### src/rtl/uart_word_tx.sv
// Word-to-UART transmitter: takes DATA_W-bit words over valid/ready, holds one
// pending word, and sends its bytes back to back as configurable UART frames.
module uart_word_tx #(
  parameter int DATA_W       = 256,
  parameter int CLKS_PER_BIT = 868,
  parameter int MSB_FIRST    = 1,
  parameter int PARITY       = 0,
  parameter int STOP_BITS    = 1,
  localparam int NBYTES      = DATA_W / 8,
  localparam int IDX_W       = (NBYTES > 1) ? $clog2(NBYTES) : 1
) (
  input  logic              clk,
  input  logic              rstn,
  input  logic              in_valid,
  input  logic [DATA_W-1:0] in_data,
  output logic              in_ready,
  output logic              tx_serial,
  output logic              tx_busy,
  output logic              byte_done,
  output logic              word_done,
  output logic [IDX_W-1:0]  byte_idx
);

  // state  | meaning
  // IDLE   | line high, waiting for a pending word
  // START  | start bit (low)
  // DATA   | 8 data bits, LSB first
  // PARITY | parity bit (only when PARITY != 0)
  // STOP   | STOP_BITS stop bits (high)
  typedef enum logic [2:0] {
    S_IDLE,
    S_START,
    S_DATA,
    S_PARITY,
    S_STOP
  } state_t;

  localparam int CNT_W = $clog2(CLKS_PER_BIT);
  localparam logic [CNT_W-1:0] CNT_LAST = CNT_W'(CLKS_PER_BIT - 1);
  localparam logic [IDX_W-1:0] IDX_LAST = IDX_W'(NBYTES - 1);
  localparam logic             STOP_LAST = 1'(STOP_BITS - 1);

  state_t            state_q, state_d;
  logic [CNT_W-1:0]  bit_cnt_q;
  logic [2:0]        bit_idx_q;
  logic              stop_cnt_q;
  logic [IDX_W-1:0]  byte_idx_q;
  logic [DATA_W-1:0] pend_q;
  logic              pend_valid_q;
  logic [DATA_W-1:0] word_q;

  logic [7:0] cur_byte;
  logic       bit_tick;
  logic       stop_end;
  logic       last_byte;
  logic       par_bit;
  logic       accept;
  logic       load;
  logic       next_byte;

  // The word register shifts toward the transmitted end, so the current byte
  // always sits at a fixed position.
  assign cur_byte  = (MSB_FIRST != 0) ? word_q[DATA_W-1 -: 8] : word_q[7:0];
  assign bit_tick  = (bit_cnt_q == CNT_LAST);
  assign stop_end  = bit_tick && (stop_cnt_q == STOP_LAST);
  assign last_byte = (byte_idx_q == IDX_LAST);
  assign par_bit   = (PARITY == 2) ? ~(^cur_byte) : ^cur_byte;
  assign accept    = in_valid && !pend_valid_q;

  assign in_ready = ~pend_valid_q;
  assign tx_busy  = (state_q != S_IDLE) || pend_valid_q;
  assign byte_idx = byte_idx_q;

  always_comb begin
    state_d   = state_q;
    load      = 1'b0;
    next_byte = 1'b0;
    tx_serial = 1'b1;
    byte_done = 1'b0;
    word_done = 1'b0;
    case (state_q)
      S_IDLE: begin
        if (pend_valid_q) begin
          load    = 1'b1;
          state_d = S_START;
        end
      end
      S_START: begin
        tx_serial = 1'b0;
        if (bit_tick) state_d = S_DATA;
      end
      S_DATA: begin
        tx_serial = cur_byte[bit_idx_q];
        if (bit_tick && bit_idx_q == 3'd7) state_d = (PARITY != 0) ? S_PARITY : S_STOP;
      end
      S_PARITY: begin
        tx_serial = par_bit;
        if (bit_tick) state_d = S_STOP;
      end
      S_STOP: begin
        if (stop_end) begin
          byte_done = 1'b1;
          word_done = last_byte;
          if (!last_byte) begin
            next_byte = 1'b1;
            state_d   = S_START;
          end else if (pend_valid_q) begin
            load    = 1'b1;
            state_d = S_START;
          end else begin
            state_d = S_IDLE;
          end
        end
      end
      default: state_d = S_IDLE;
    endcase
  end

  always_ff @(posedge clk) begin
    if (!rstn) begin
      state_q      <= S_IDLE;
      bit_cnt_q    <= '0;
      bit_idx_q    <= '0;
      stop_cnt_q   <= 1'b0;
      byte_idx_q   <= '0;
      pend_q       <= '0;
      pend_valid_q <= 1'b0;
      word_q       <= '0;
    end else begin
      state_q <= state_d;

      if (state_q == S_IDLE || bit_tick) bit_cnt_q <= '0;
      else                               bit_cnt_q <= bit_cnt_q + 1'b1;

      if (state_q == S_DATA && bit_tick) bit_idx_q <= bit_idx_q + 3'd1;

      if (state_q == S_STOP && bit_tick) stop_cnt_q <= stop_end ? 1'b0 : (stop_cnt_q + 1'b1);

      // accept and load never coincide: accept needs pend_valid_q low, load needs it high
      if (accept) begin
        pend_q       <= in_data;
        pend_valid_q <= 1'b1;
      end else if (load) begin
        pend_valid_q <= 1'b0;
      end

      if (load) begin
        word_q     <= pend_q;
        byte_idx_q <= '0;
      end else if (next_byte) begin
        word_q     <= (MSB_FIRST != 0) ? (word_q << 8) : (word_q >> 8);
        byte_idx_q <= byte_idx_q + 1'b1;
      end else if (state_d == S_IDLE) begin
        byte_idx_q <= '0;
      end
    end
  end

endmodule

### config.mk
export PLATFORM = sky130hd
export DESIGN_NAME = uart_word_tx
export DESIGN_NICKNAME = d
export VERILOG_FILES = /design/src/rtl/uart_word_tx.sv
export SDC_FILE = /design/constraint.sdc
export NUM_CORES = 1
export LEC_CHECK = 0
export CAP_MARGIN = 10
export CORE_MARGIN = 2
export CORE_UTILIZATION = 42
export CTS_BUF_LIST = sky130_fd_sc_hd__clkbuf_16
export DETAILED_ROUTE_END_ITERATION = 10
export PLACE_DENSITY = 0.73
export SLEW_MARGIN = 20
export SYNTH_ARGS = -nofsm -noshare
export SYNTH_HDL_FRONTEND = slang
export SYNTH_SLANG_ARGS = --single-unit
### constraint.sdc
create_clock -name clk -period 3.5 [get_ports clk]
set_input_delay 0.35 -clock clk [delete_from_list [all_inputs] [get_ports clk]]
set_output_delay 0.35 -clock clk [all_outputs]
set_load 0.01 [all_outputs]
Yosys cells after proc, flatten, opt, wreduce, memory -nomap -nowiden
Index checks and enable logic that the tools add are counted.
- word-level logic and storage cells: 69
- memories kept: 0
- memory bits (read-only): 0
- bits in writable memories: 0
- bits in latches: 0
- bits in registers: 535
- output and inout bits: 10
- bitwise gates (word level): 3
- add/sub/neg operators: 4
- multiply operators: 0
- muxes and demuxes: 29
- div/mod/pow operators: 0
- order comparisons: 1
- reduce and logical (&&, ||, !) cells: 17
- shift operators: 0
- equality and inequality tests: 7
- operator list (cell ; count):
    $mux W256 ; 2
    $mux W1 ; 16
    $mux W3 ; 5
    $pmux W3 S5 ; 1
    $add A10 B1 Y10 const B ; 1
    $eq A10 B10 Y1 const B ; 1
    $mux W5 ; 2
    $reduce_xor A8 Y1 ; 1
    $eq A3 B2 Y1 const B ; 2
    $eq A3 B3 Y1 const B ; 2
    $logic_not A3 Y1 ; 2
    $reduce_bool A2 Y1 ; 3
    $add A5 B1 Y5 const B ; 1
    $eq A5 B5 Y1 const B ; 1
    $logic_and A1 B1 Y1 ; 5
    $lt A3 B4 Y1 const B ; 1
    $reduce_or A2 Y1 ; 2
    $add A3 B1 Y3 const B ; 1
    $bmux W1 S3 ; 1
    $eq A3 B1 Y1 const B ; 1
    $not A1 Y1 ; 3
    $pmux W1 S3 ; 1
    $reduce_bool A3 Y1 ; 1
    $logic_or A1 B1 Y1 ; 2
    other kinds (3) ; 3

Logic depth before layout (Yosys ltp)
Gate-level depths: netlist of run 1.
- depth after elaboration: 7
- gate-level depth with buffers: 11

Worst setup path before layout of run 1
OpenSTA, ideal clock, no wires.
- path type: register to register
- start: reg byte_idx_q[0] (netlist: byte_idx[0])
- end: reg word_q[14]
- arrival time: 2.757 ns
- path slack: 0.626 ns
- stages on the path, launching flop included: 12
- buffers on the path: 3
- setup time: 0.116 ns
- period minus slack after synthesis: 2.874 ns
- required time: 3.384 ns
- cells stage by stage: dfxtp_1 -> ha_1 -> and3_1 -> ha_1 -> or4b_2 -> or4_1 -> clkbuf_1 -> clkbuf_1 -> clkbuf_1 -> nand2_1 -> nand3_1 -> o211a_1
- word-level cells in the longest chain between the ends: 5
- ends and longest elaborated chain (item ; RTL line ; RTL):
    start, declared ; 47 ; logic [IDX_W-1:0] byte_idx_q;
    start signal, assigned ; 152 ; byte_idx_q <= byte_idx_q + 1'b1;
    $eq A5 B5 Y1 * ; 66 ; assign last_byte = (byte_idx_q == IDX_LAST);
    $mux W1 ; 104 ; if (!last_byte) begin
    $mux W1 ; 101 ; if (stop_end) begin
    $pmux W1 S2 / $mux W1 (equally long branches) ; 81 ; case (state_q)
    $mux W256 / $reduce_bool A2 Y1 (equally long branches) ; - ;
    end signal, assigned ; 148 ; word_q <= pend_q;
    end signal, assigned ; 151 ; word_q <= (MSB_FIRST != 0) ? (word_q << 8) : (word_q >> 8);
    end, declared ; 50 ; logic [DATA_W-1:0] word_q;
Every way passes the cells marked *; elsewhere a longest branch is shown, timed or not.
A chain may end at the register's enable or synchronous reset.

Worst setup path after layout of run 1
- start: reg byte_idx_q[0] (netlist: byte_idx[0])
- end: reg word_q[51]
Same word-level chain as after synthesis.

==> flow_summary_export.csv, run 1 <==
group,metric,value,unit
sta,drv_slew,0,
clocking,ctsRootBufferMaster,"sky130_fd_sc_hd__clkbuf_16",
worst_setup_path,path_buf_inv,1,
layout,syn2layout_area_growth,19.8,%
placement,io_buffers,268,
global_routing,antenna_found_initial,10,
sta,max_slew.worst_pin.slew,975,ps
status,status,"finished, final reports clean",
worst_setup_path,worstSetupEndpointType,"flop",
worst_setup_path,setup.worst_path.class,"flop to flop",
worst_setup_path,slowest_delay,680,ps
sta,layout_min_cycle_time,3300,ps
synth,syn_nets,2941,
clocking,clk_transition_reported_paths,60,ps
placement,globalplace.congestion,0.779,
route,dr_total_vias,18600,
global_routing,first_global_vias,17900,
route,post_detailed_routing_wire_length,56400,µm
worst_setup_path,worst_ep_arrival_time,3770,ps
floorplanning,floorplan.die_area,0.0575,mm²
sta,rsz0062_at_grt,"no",
synth,synth-edff-count,0,
sta,fin_setup_tns,0,ps
synth,portion_of_the_post_synthesis_area_used_by_sequential_elements,0.458,
sta,final.period_utilization,0.942,
synth,post_synth_inst_count,2677,
floorplanning,initial_core_util,0.424,
sta,clock.fmax,0.303,GHz
worst_setup_path,worst_path_max_delay_cell,"sky130_fd_sc_hd__or4b_2",
synth,yosysWarnings,0,
worst_setup_path,crit_path_frequent_cell,"sky130_fd_sc_hd__ha_1",
clocking,post_cts_resized,0,
clocking,clk-insertion-delay-late,600,ps
hold_path,worstHoldStart,"rstn",
hold_path,min-delay-path-class,"primary input to flop",
pwr,p_leak,13.3,nW
sta,slew_headroom,0.350,
worst_setup_path,critPathTopFamily,"simple AND/OR/NAND/NOR gates",
synth,synthDistinctLibCells,49,
sta,finalHoldViolCount,0,
route,drt_drc_violations_left,0,
synth,synth-async-reset-ratio,0,
route,routed_via_density,5.18,
worst_setup_path,path_cells,"ha_1, and3_1, ha_1, or4b_2, or4_4, buf_4, nand2_1, nand3_2, o211a_1",
synth,synth.cell_area,0.0234,mm²
global_routing,global_route_wire_length_before_repair,90200,µm
pwr,worst_ir_drop_vdd,387,µV
clocking,tritoncts.num_buffers,55,
global_routing,grt_total_usage,0.191,
floorplanning,coreArea,0.0551,mm²
sta,clock_skew,20.1,ps
clocking,postCtsSetupRepairBufs,0,
route,final_ant_viol_nets,0,
layout,layout_commonest_cell,"sky130_fd_sc_hd__nand2_1",
clocking,cts.hold.buffers_added,0,
worst_setup_path,worstPathRequired,3980,ps
pwr,power_per_cell_area,510,mW/mm²
clocking,cts_tree,"yes",
floorplanning,placement_rows,86,
clocking,clkSinkCount,535,
layout,ratio_of_cells_with_drive_above_1_in_the_final_layout,0.109,
flow_run,max_cap_viols,0,
clocking,max-clock-path-buffers,3,
floorplanning,chipWidth,240,µm
synth,synth_ff_type,"sky130_fd_sc_hd__dfxtp_1",
worst_setup_path,critPathLaunchType,"flop",
floorplanning,height_of_the_chip,240,µm
layout,finish.utilization,0.508,
layout,most-common-layout-cells,"1024 x sky130_fd_sc_hd__nand2_1, 535 x sky130_fd_sc_hd__dfxtp_1, 268 x sky130_fd_sc_hd__a21boi_0",
worst_setup_path,setup.worst_path.start,"byte_idx[0]$_SDFFE_PP0P_",
synth,postSynthRegisterBits,535,
worst_setup_path,worstReg2RegStart,"byte_idx[0]$_SDFFE_PP0P_",
route,average_wire_per_cell_in_the_routed_design,15.7,µm
route,drt_pass1_iterations,6,
sta,setup_viol,0,
synth,syn_avg_cell_area,8.73,µm²
global_routing,grt_start_max_net_pins,227,
global_routing,grt_overflow,0,
route,detail_route.iter0.violations,1287,
placement,post-dp-hpwl,37000,µm
layout,nNetsFinal,3065,
floorplanning,pin_count,269,
worst_setup_path,critical_path.max_fanout,51,
clocking,cts_max_level,2,
## cell usage after synthesis, types with 4 or more instances
| cell type | number | area [µm²] |
|---|---|---|
| sky130_fd_sc_hd__nand2_1 | 1025 | 3850 |
| sky130_fd_sc_hd__dfxtp_1 | 535 | 10700 |
| sky130_fd_sc_hd__a21boi_0 | 268 | 2010 |
| sky130_fd_sc_hd__o211a_1 | 247 | 2470 |
| sky130_fd_sc_hd__nand3_2 | 190 | 1900 |
| sky130_fd_sc_hd__clkbuf_1 | 161 | 604 |
| sky130_fd_sc_hd__nand3_1 | 73 | 365 |
| sky130_fd_sc_hd__buf_6 | 54 | 608 |
| sky130_fd_sc_hd__nor2_1 | 15 | 56.3 |
| sky130_fd_sc_hd__buf_1 | 14 | 52.6 |
| sky130_fd_sc_hd__xnor2_1 | 12 | 105 |
| sky130_fd_sc_hd__nor3_1 | 6 | 30.0 |
| sky130_fd_sc_hd__a21oi_1 | 5 | 25.0 |
| sky130_fd_sc_hd__buf_2 | 5 | 25.0 |
| sky130_fd_sc_hd__ha_1 | 5 | 62.6 |
| sky130_fd_sc_hd__inv_1 | 5 | 18.8 |
| sky130_fd_sc_hd__xor2_1 | 5 | 43.8 |
| sky130_fd_sc_hd__a21o_1 | 4 | 30.0 |
| sky130_fd_sc_hd__and3_1 | 4 | 25.0 |
| sky130_fd_sc_hd__nor2b_1 | 4 | 25.0 |
| sky130_fd_sc_hd__nor3b_1 | 4 | 30.0 |
| sky130_fd_sc_hd__o21ai_0 | 4 | 20.0 |
## worst paths after layout
path,slack [ps],depth (start not counted),endpoint
worst max-delay path,200,9,word_q[51]$_SDFFE_PN0P_
worst min-delay path,150,2,word_q[9]$_SDFFE_PN0P_
worst max register to register,200,9,word_q[51]$_SDFFE_PN0P_
worst min register to register,450,1,bit_cnt_q[0]$_SDFF_PP0_
## per-layer routing
| layer | vias to the layer above | share of wire | track usage |
|---|---|---|---|
| li1 | 9262 | - | - |
| met1 | 8883 | 0.45 | 0.244 |
| met2 | 357 | 0.47 | 0.321 |
| met4 | 14 | 0.024 | 0.0642 |
| met5 | - | 0.0017 | 0 |
| met3 | 89 | 0.056 | 0.0390 |
## layout make-up
cell class,count,area (µm²)
multi-input cells,1903,11400
clock buffers,55,1380
fillers,5105,27100
clock inverters,44,370
diodes,3,7.51
repair buffers,301,3200
inverters,5,18.8
well taps,748,936
flip-flops and latches,535,10700
## where the power goes
part | switching, mW | internal (mW) | total [mW]
logic | 0.879 | 0.867 | 1.75
registers | 0.261 | 6.54 | 6.80
clock network | 2.43 | 3.29 | 5.72
## metrics by stage
| step | cell area [µm²] | hold slack [ps] | cells | power, mW | setup WS [ps] |
|---|---|---|---|---|---|
| final | 28000 | 152 | 3594 | 14.3 | 202 |
| after global routing | 28000 | 134 | 3594 | 14.9 | 44.1 |
| after CTS | 28000 | 110 | 3591 | 14.4 | 142 |
| after detailed placement | 26200 | 440 | 3492 | 8.69 | 221 |
| after global placement | 26200 | 428 | 3492 | 8.61 | 329 |
| after floorplan | 23400 | 418 | 2677 | 8.12 | 626 |
## logic make-up after synthesis
family,count (synthesis),share of synthesized area
compound gates,537,0.198
mux,3,0.00236
buf+inv,239,0.0560
xor+xnor,17,0.00637
fa+ha+maj,5,0.00268
flops,535,0.458
simple gates,1341,0.276
## flip-flops by register name, indices dropped and copies added, names as in the netlist
| signal | flops |
|---|---|
| bit_idx_q | 3 |
| pend_q | 256 |
| pend_valid_q | 1 |
| bit_cnt_q | 10 |
| stop_cnt_q | 1 |
| word_q | 256 |
| state_q | 3 |
| byte_idx | 5 |
No activity file was read; power rests on OpenSTA's default activity.
==> run 2, diff against run 1 <==
--- a/config.mk
+++ b/config.mk
@@ -5,7 +5,7 @@
 export SDC_FILE = /design/constraint.sdc
 export NUM_CORES = 1
 export LEC_CHECK = 0
-export CAP_MARGIN = 10
+export ABC_AREA = 1
 export CORE_MARGIN = 2
 export CORE_UTILIZATION = 42
 export CTS_BUF_LIST = sky130_fd_sc_hd__clkbuf_16
==> run 2 against run 1 <==
Effect of this change: clock power rose by 2%; largest cell class is now flip-flops and latches; clock-buffer cell count is 2 higher; critical endpoint is now word_done; worst setup slack better by 340 ps; sequential power fell by 2%; via count is 2.4% lower.
==> flow_summary_export.csv, run 2 <==
group,metric,value,unit
hold_path,hold-path-endpoint,"pend_q[211]$_SDFFE_PN0P_",
synth,post_synth_inst_count,2670,
pwr,seq_power_share,0.483,
route,routed_via_density,5.14,
worst_setup_path,critPathTopFamily,"simple AND/OR/NAND/NOR gates",
worst_setup_path,worstPathRequired,3150,ps
placement,post-dp-hpwl,33400,µm
route,final_ant_viol_nets,0,
synth,yosys.cell_count.top_type,"sky130_fd_sc_hd__nand2_1",
floorplanning,placement_rows,81,
sta,layout_min_cycle_time,2950,ps
synth,portion_of_the_post_synthesis_area_used_by_sequential_elements,0.516,
synth,synthDistinctLibCells,33,
global_routing,grt_start_max_net_pins,257,
sta,drv_slew,0,
placement,globalplace.congestion,0.813,
route,maxUsedRoutingLayer,"met4",
worst_setup_path,slowest_delay,590,ps
route,dr_total_vias,18200,
floorplanning,chipWidth,226,µm
hold_path,min-delay-path-class,"primary input to flop",
sta,rsz0062_at_grt,"no",
pwr,worst_ir_drop_vdd,318,µV
hold_path,worstHoldStart,"rstn",
pwr,power.switching_fraction,0.248,
route,detail_route.iter0.violations,1373,
floorplanning,floorplan.die_area,0.0512,mm²
synth,synth_top_cell_area_share,0.516,
flow_run,max_cap_viols,0,
clocking,clk-insertion-delay-late,600,ps
clocking,cts_max_level,2,
pwr,p_leak,9.49,nW
synth,synth_ff_type,"sky130_fd_sc_hd__dfxtp_1",
route,routed-wl-met2,25500,µm
worst_setup_path,worst_ep_arrival_time,2600,ps
worst_setup_path,ff2ff_setup_slack,830,ps
global_routing,global_route_wire_length_before_repair,87700,µm
layout,most-common-layout-cells,"540 x sky130_fd_sc_hd__nand2_1, 535 x sky130_fd_sc_hd__dfxtp_1, 531 x sky130_fd_sc_hd__nor2_1",
worst_setup_path,crit_path_frequent_cell,"sky130_fd_sc_hd__nor2_1",
pwr,p_int,10.4,mW
pwr,power_frac_clock,0.422,
clocking,clk_transition_reported_paths,60,ps
worst_setup_path,setup.worst_path.class,"flop to primary output",
layout,ratio_of_cells_with_drive_above_1_in_the_final_layout,0.0395,
worst_setup_path,worstReg2RegStart,"byte_idx[0]$_SDFFE_PP0P_",
clocking,cts_tree,"yes",
route,drt_pass1_iterations,5,
sta,clock_skew,18.1,ps
route,met1_routed_wirelength_after_detailed_routing,24900,µm
global_routing,antenna_found_initial,1,
sta,slew_headroom,0.297,
layout,fillCellCount,4595,
placement,io_buffers,268,
route,post_detailed_routing_wire_length,55000,µm
layout,syn2layout_area_growth,22.3,%
global_routing,grt_overflow,0,
worst_setup_path,worst_path_max_delay_cell,"sky130_fd_sc_hd__clkdlybuf4s50_1",
worst_setup_path,path_cells,"nor2_1, inv_2, nor2_1, nand4_1, nor2_1, clkdlybuf4s50_1",
global_routing,first_global_vias,17400,
clocking,ctsRootBufferMaster,"sky130_fd_sc_hd__clkbuf_16",
worst_setup_path,path_buf_inv,2,
synth,synth-edff-count,0,
synth,synth.cell_area,0.0207,mm²
route,average_wire_per_cell_in_the_routed_design,15.6,µm
synth,postSynthRegisterBits,535,
clocking,tritoncts.num_buffers,55,
floorplanning,initial_core_util,0.425,
synth,synth-async-reset-ratio,0,
placement,place_worst_setup_slack,878,ps
global_routing,grt_total_usage,0.210,
synth,synthTopCellsByArea,"sky130_fd_sc_hd__dfxtp_1 52%, sky130_fd_sc_hd__nand2_1 9.8%, sky130_fd_sc_hd__nor2_1 9.6%, sky130_fd_sc_hd__a21oi_1 6.5%, sky130_fd_sc_hd__o21ai_0 6.3%",
worst_setup_path,rr_endpoint,"word_q[161]$_SDFFE_PN0P_",
pwr,power.combinational.fraction,0.095,
pwr,power_per_cell_area,545,mW/mm²
sta,fin_ws,546,ps
synth,yosysWarnings,0,
worst_setup_path,critical_path.max_fanout,4,
floorplanning,coreArea,0.0488,mm²
sta,max_slew.worst_pin.slew,1050,ps
pwr,switching_power,3.42,mW
route,drt_drc_violations_left,0,
floorplanning,pin_count,269,
route,route.met3.wl,3280,µm
sta,clock.fmax,0.338,GHz
layout,nNetsFinal,3082,
clocking,clkSinkCount,535,
worst_setup_path,worstSetupEndpointType,"primary output",
layout,layout_commonest_cell,"sky130_fd_sc_hd__nand2_1",
sta,final.period_utilization,0.844,
sta,fin_setup_tns,0,ps
clocking,max-clock-path-buffers,3,
hold_path,cell_depth_of_the_worst_min_delay_path,3,
clocking,postCtsSetupRepairBufs,0,
sta,setup_viol,0,
clocking,cts.hold.buffers_added,0,
worst_setup_path,critPathLaunchType,"flop",
sta,finalHoldViolCount,0,
pwr,fin_total_pwr,13.8,mW
clocking,post_cts_resized,0,
synth,netlist_top_cells_count,"541 x sky130_fd_sc_hd__nand2_1, 535 x sky130_fd_sc_hd__dfxtp_1, 533 x sky130_fd_sc_hd__nor2_1",
synth,synth_top_cell_by_area,"sky130_fd_sc_hd__dfxtp_1",
synth,syn_avg_cell_area,7.77,µm²
synth,syn_nets,2934,
layout,layout_top_registers,"pend_q x256, word_q x256, bit_cnt_q x10",
floorplanning,height_of_the_chip,226,µm
worst_setup_path,r2r_cells,10,
status,status,"finished, final reports clean",
[run 2: cell types whose count changed in the layout (fill, tap and decap cells not counted), sizes merged, moves of 13 or more]
cell / change
a21boi: -20
o21ai: +259
buf: -13
nor2: +521
nand2: -483
a21oi: +265
inv: +18
nand3: -247
o211a: -247
[run 2: kinds of logic (layout without fill, tap and decap cells)]
group | after synthesis | after routing | share of synthesized area
simple gates | 1107 | 1107 | 0.203
compound gates | 789 | 789 | 0.221
flops | 535 | 535 | 0.516
buf+inv | 222 | 416 | 0.0509
xor+xnor | 10 | 10 | 0.00422
fa+ha+maj | 5 | 5 | 0.00302
mux | 2 | 2 | 0.000965
other cells | 0 | 1 | 0
[run 2: final cells by class]
type	instances	area [µm²]	area share
timing repair buffer	288	2920	0.115
clock buffer	57	1430	0.0562
antenna	1	2.50	0.0000986
multi-input combinational	1913	9000	0.355
tap	664	831	0.0327
inverter	25	109	0.00429
clock inverter	46	370	0.0146
sequential	535	10700	0.422
[run 2: how the worst max path moves through the flow]
stage | from | endpoint | slack, ps | cells past startpoint
2_1_floorplan | byte_idx[0]$_SDFFE_PP0P_ | word_q[246]$_SDFFE_PN0P_ | 1640 | 11
3_3_place_gp | byte_idx[0]$_SDFFE_PP0P_ | word_q[142]$_SDFFE_PN0P_ | 990 | 10
3_5_place_dp | byte_idx[0]$_SDFFE_PP0P_ | word_q[142]$_SDFFE_PN0P_ | 880 | 10
4_1_cts | bit_cnt_q[0]$_SDFF_PP0_ | word_done | 540 | 6
5_1_grt | bit_cnt_q[0]$_SDFF_PP0_ | word_done | 430 | 6
6_report | state_q[1]$_SDFF_PN0_ | word_done | 550 | 6
[run 2: worst reg2reg max path: stages (launching register included)]
cell	delay (ps)
sky130_fd_sc_hd__dfxtp_1	350
sky130_fd_sc_hd__ha_1	250
sky130_fd_sc_hd__nand2_1	80
sky130_fd_sc_hd__nor2_1	40
sky130_fd_sc_hd__ha_1	240
sky130_fd_sc_hd__nand4_1	170
sky130_fd_sc_hd__nand2_4	90
sky130_fd_sc_hd__nor2_4	150
sky130_fd_sc_hd__buf_4	760
sky130_fd_sc_hd__nand2_1	280
sky130_fd_sc_hd__a21oi_1	200
[run 2: stage by stage]
step | std cells | hold slack, ps | util | cell area (µm²)
after floorplan | 2670 | 430 | - | 20700
after global placement | 3425 | 442 | 0.483 | 23600
after detailed placement | 3425 | 455 | 0.483 | 23600
after CTS | 3528 | 304 | 0.519 | 25400
after global routing | 3528 | 321 | 0.519 | 25400
final | 3529 | 314 | 0.519 | 25400
[run 2: power by group through the flow]
stage	registers, mW	logic (mW)	clock network (mW)
4_1_cts	6.68	1.32	5.93
3_5_place_dp	6.80	1.31	0
3_3_place_gp	6.80	1.28	0
5_1_grt	6.72	1.47	6.19
6_report	6.68	1.31	5.83
2_1_floorplan	6.73	0.777	0
[run 2: routing by layer]
layer / GRT usage / vias to the layer above
met5: 0 / -
met4: 0.0677 / 0
met3: 0.0338 / 87
met2: 0.348 / 536
met1: 0.279 / 8498
li1: - / 9032
==> run 3, diff against run 2 <==
--- a/config.mk
+++ b/config.mk
@@ -10,7 +10,7 @@
 export CORE_UTILIZATION = 42
 export CTS_BUF_LIST = sky130_fd_sc_hd__clkbuf_16
 export DETAILED_ROUTE_END_ITERATION = 10
-export PLACE_DENSITY = 0.73
+export PLACE_DENSITY = 0.76
 export SLEW_MARGIN = 20
 export SYNTH_ARGS = -nofsm -noshare
 export SYNTH_HDL_FRONTEND = slang
==> constraint.sdc (replaced) <==
create_clock -name clk -period 2.7 [get_ports clk]
set_input_delay 0.27 -clock clk [delete_from_list [all_inputs] [get_ports clk]]
set_output_delay 0.27 -clock clk [all_outputs]
set_load 0.01 [all_outputs]
==> run 3 against run 2 <==
Effect of this change: largest power group unchanged; combinational power is 30% higher; first-iteration DRC count up 9.8%; sequential share of layout area down 0.096 points; clock power is 24% higher; flip-flop and latch count unchanged; global-route usage down 0.38 points; critical endpoint is now byte_done.
==> flow_summary_export.csv, run 3 (same netlist as run 2, synthesis figures left out) <==
group,metric,value,unit
sta,slew_headroom,0.436,
sta,finalHoldViolCount,0,
pwr,power.combinational.fraction,0.097,
floorplanning,floorplan.die_area,0.0512,mm²
sta,hold-worst-slack,42.4,ps
layout,ratio_of_cells_with_drive_above_1_in_the_final_layout,0.0433,
worst_setup_path,worstPathRequired,2430,ps
route,final_ant_viol_nets,0,
clocking,clk-insertion-delay-late,590,ps
worst_setup_path,slowest_delay,550,ps
worst_setup_path,path_cells,"ha_1, nand2_1, nor2_4, nand4_1, inv_2, clkdlybuf4s50_1",
worst_setup_path,path_buf_inv,2,
layout,final_cell_area,0.0254,mm²
layout,syn2layout_area_growth,22.6,%
layout,most-common-layout-cells,"540 x sky130_fd_sc_hd__nand2_1, 535 x sky130_fd_sc_hd__dfxtp_1, 530 x sky130_fd_sc_hd__nor2_1",
sta,drv_slew,0,
sta,final.period_utilization,0.969,
placement,post-dp-hpwl,33900,µm
floorplanning,initial_core_util,0.425,
pwr,power_frac_clock,0.410,
placement,place_worst_setup_slack,359,ps
pwr,p_int,13.3,mW
layout,fin_cells,3530,
pwr,worst_ir_drop_vdd,561,µV
clocking,ctsRootBufferMaster,"sky130_fd_sc_hd__clkbuf_16",
global_routing,grt_start_max_net_pins,222,
global_routing,antenna_found_initial,0,
placement,io_buffers,268,
worst_setup_path,worst_ep_arrival_time,2350,ps
route,routed_via_density,5.13,
pwr,power.switching_fraction,0.248,
sta,clock_skew,18.5,ps
layout,fillCellCount,4506,
route,average_wire_per_cell_in_the_routed_design,15.3,µm
route,detail_route.iter0.violations,1508,
pwr,fin_total_pwr,17.6,mW
route,drt_pass1_iterations,5,
global_routing,grt_total_usage,0.206,
floorplanning,pin_count,269,
pwr,switching_power,4.37,mW
pwr,power_per_cell_area,693,mW/mm²
sta,rsz0062_at_grt,"yes",
route,post_detailed_routing_wire_length,54100,µm
global_routing,global_route_wire_length_before_repair,86700,µm
pwr,p_leak,9.52,nW
floorplanning,chipWidth,226,µm
clocking,cts_max_level,2,
layout,nNetsFinal,3090,
sta,layout_min_cycle_time,2620,ps
clocking,clk_transition_reported_paths,60,ps
global_routing,grt_overflow,0,
sta,setup_viol,0,
layout,layout_top_registers,"pend_q x256, word_q x256, bit_cnt_q x10",
worst_setup_path,critical_path.max_fanout,7,
hold_path,min-delay-path-class,"primary input to flop",
sta,fin_ws,84.1,ps
worst_setup_path,setup.worst_path.class,"flop to primary output",
worst_setup_path,worst_path_max_delay_cell,"sky130_fd_sc_hd__clkdlybuf4s50_1",
placement,globalplace.congestion,0.841,
layout,antenna_cells_inserted,0,
clocking,tritoncts.num_buffers,54,
clocking,clkSinkCount,535,
sta,clock.fmax,0.382,GHz
status,status,"finished, final reports clean",
layout,multi_input_gate_area_in_the_final_layout,0.00901,mm²
floorplanning,placement_rows,81,
floorplanning,coreArea,0.0488,mm²
global_routing,first_global_vias,17500,
worst_setup_path,worstSetupEndpointType,"primary output",
sta,max_slew.worst_pin.slew,846,ps
clocking,cts_tree,"yes",
pwr,seq_power_share,0.493,
layout,register_area,0.0107,mm²
worst_setup_path,critPathLaunchType,"flop",
route,dr_total_vias,18100,
floorplanning,height_of_the_chip,226,µm
worst_setup_path,critPathTopFamily,"buffers and inverters",
route,drt_drc_violations_left,0,
clocking,cts.hold.buffers_added,0,
clocking,max-clock-path-buffers,3,
placement,dp_cells,3433,
placement,place_area,0.0237,mm²
flow_run,max_cap_viols,0,
layout,layout_commonest_cell,"sky130_fd_sc_hd__nand2_1",
-- run 3: timing repair --
item,in CTS,in global routing
buffers inserted,1,0
resized for setup,3,2
pin swaps,2,0
endpoints found under the setup margin,2,3
gates cloned,0,0
-- run 3: worst min-delay path, cell delays in order --
cell and delay (ps):
sky130_fd_sc_hd__buf_6 180, sky130_fd_sc_hd__o21ai_0 100, sky130_fd_sc_hd__nor2_1 40
-- run 3: worst paths after layout --
kind	start	end	slack, ps	cells after the start
hold reg to reg	stop_cnt_q$_SDFFE_PN0P_	stop_cnt_q$_SDFFE_PN0P_	460	2
hold / removal	rstn	pend_q[227]$_SDFFE_PN0P_	40	3
setup reg to reg	bit_cnt_q[0]$_SDFF_PP0_	word_q[176]$_SDFFE_PN0P_	230	11
setup / recovery	bit_cnt_q[0]$_SDFF_PP0_	byte_done	80	6
-- run 3: layer usage --
layer	up-vias	global-route usage	part of all wire
met5	-	0	0
met4	0	0.0709	0.028
met3	107	0.0277	0.053
met2	520	0.344	0.47
met1	8453	0.274	0.45
li1	9045	-	-
-- run 3: per-stage QoR --
step,setup TNS [ps],util
after floorplan,0,-
after global placement,0,0.486
after detailed placement,0,0.486
after CTS,0,0.521
after global routing,-45.7,0.521
final,0,0.521
-- run 3: final cells by class --
class | instances | share of cell area
inverters | 25 | 0.00428
repair buffers | 297 | 0.121
well taps | 664 | 0.0327
flip-flops and latches | 535 | 0.421
multi-input cells | 1913 | 0.354
clock buffers | 55 | 0.0541
clock inverters | 41 | 0.0125
-- run 3: power by group through the flow --
stage	clock, mW	sequential (mW)	combinational [mW]
2_1_floorplan	0	8.72	1.01
3_3_place_gp	0	8.83	1.66
3_5_place_dp	0	8.84	1.70
4_1_cts	7.38	8.68	1.71
5_1_grt	7.69	8.73	1.90
6_report	7.23	8.69	1.70
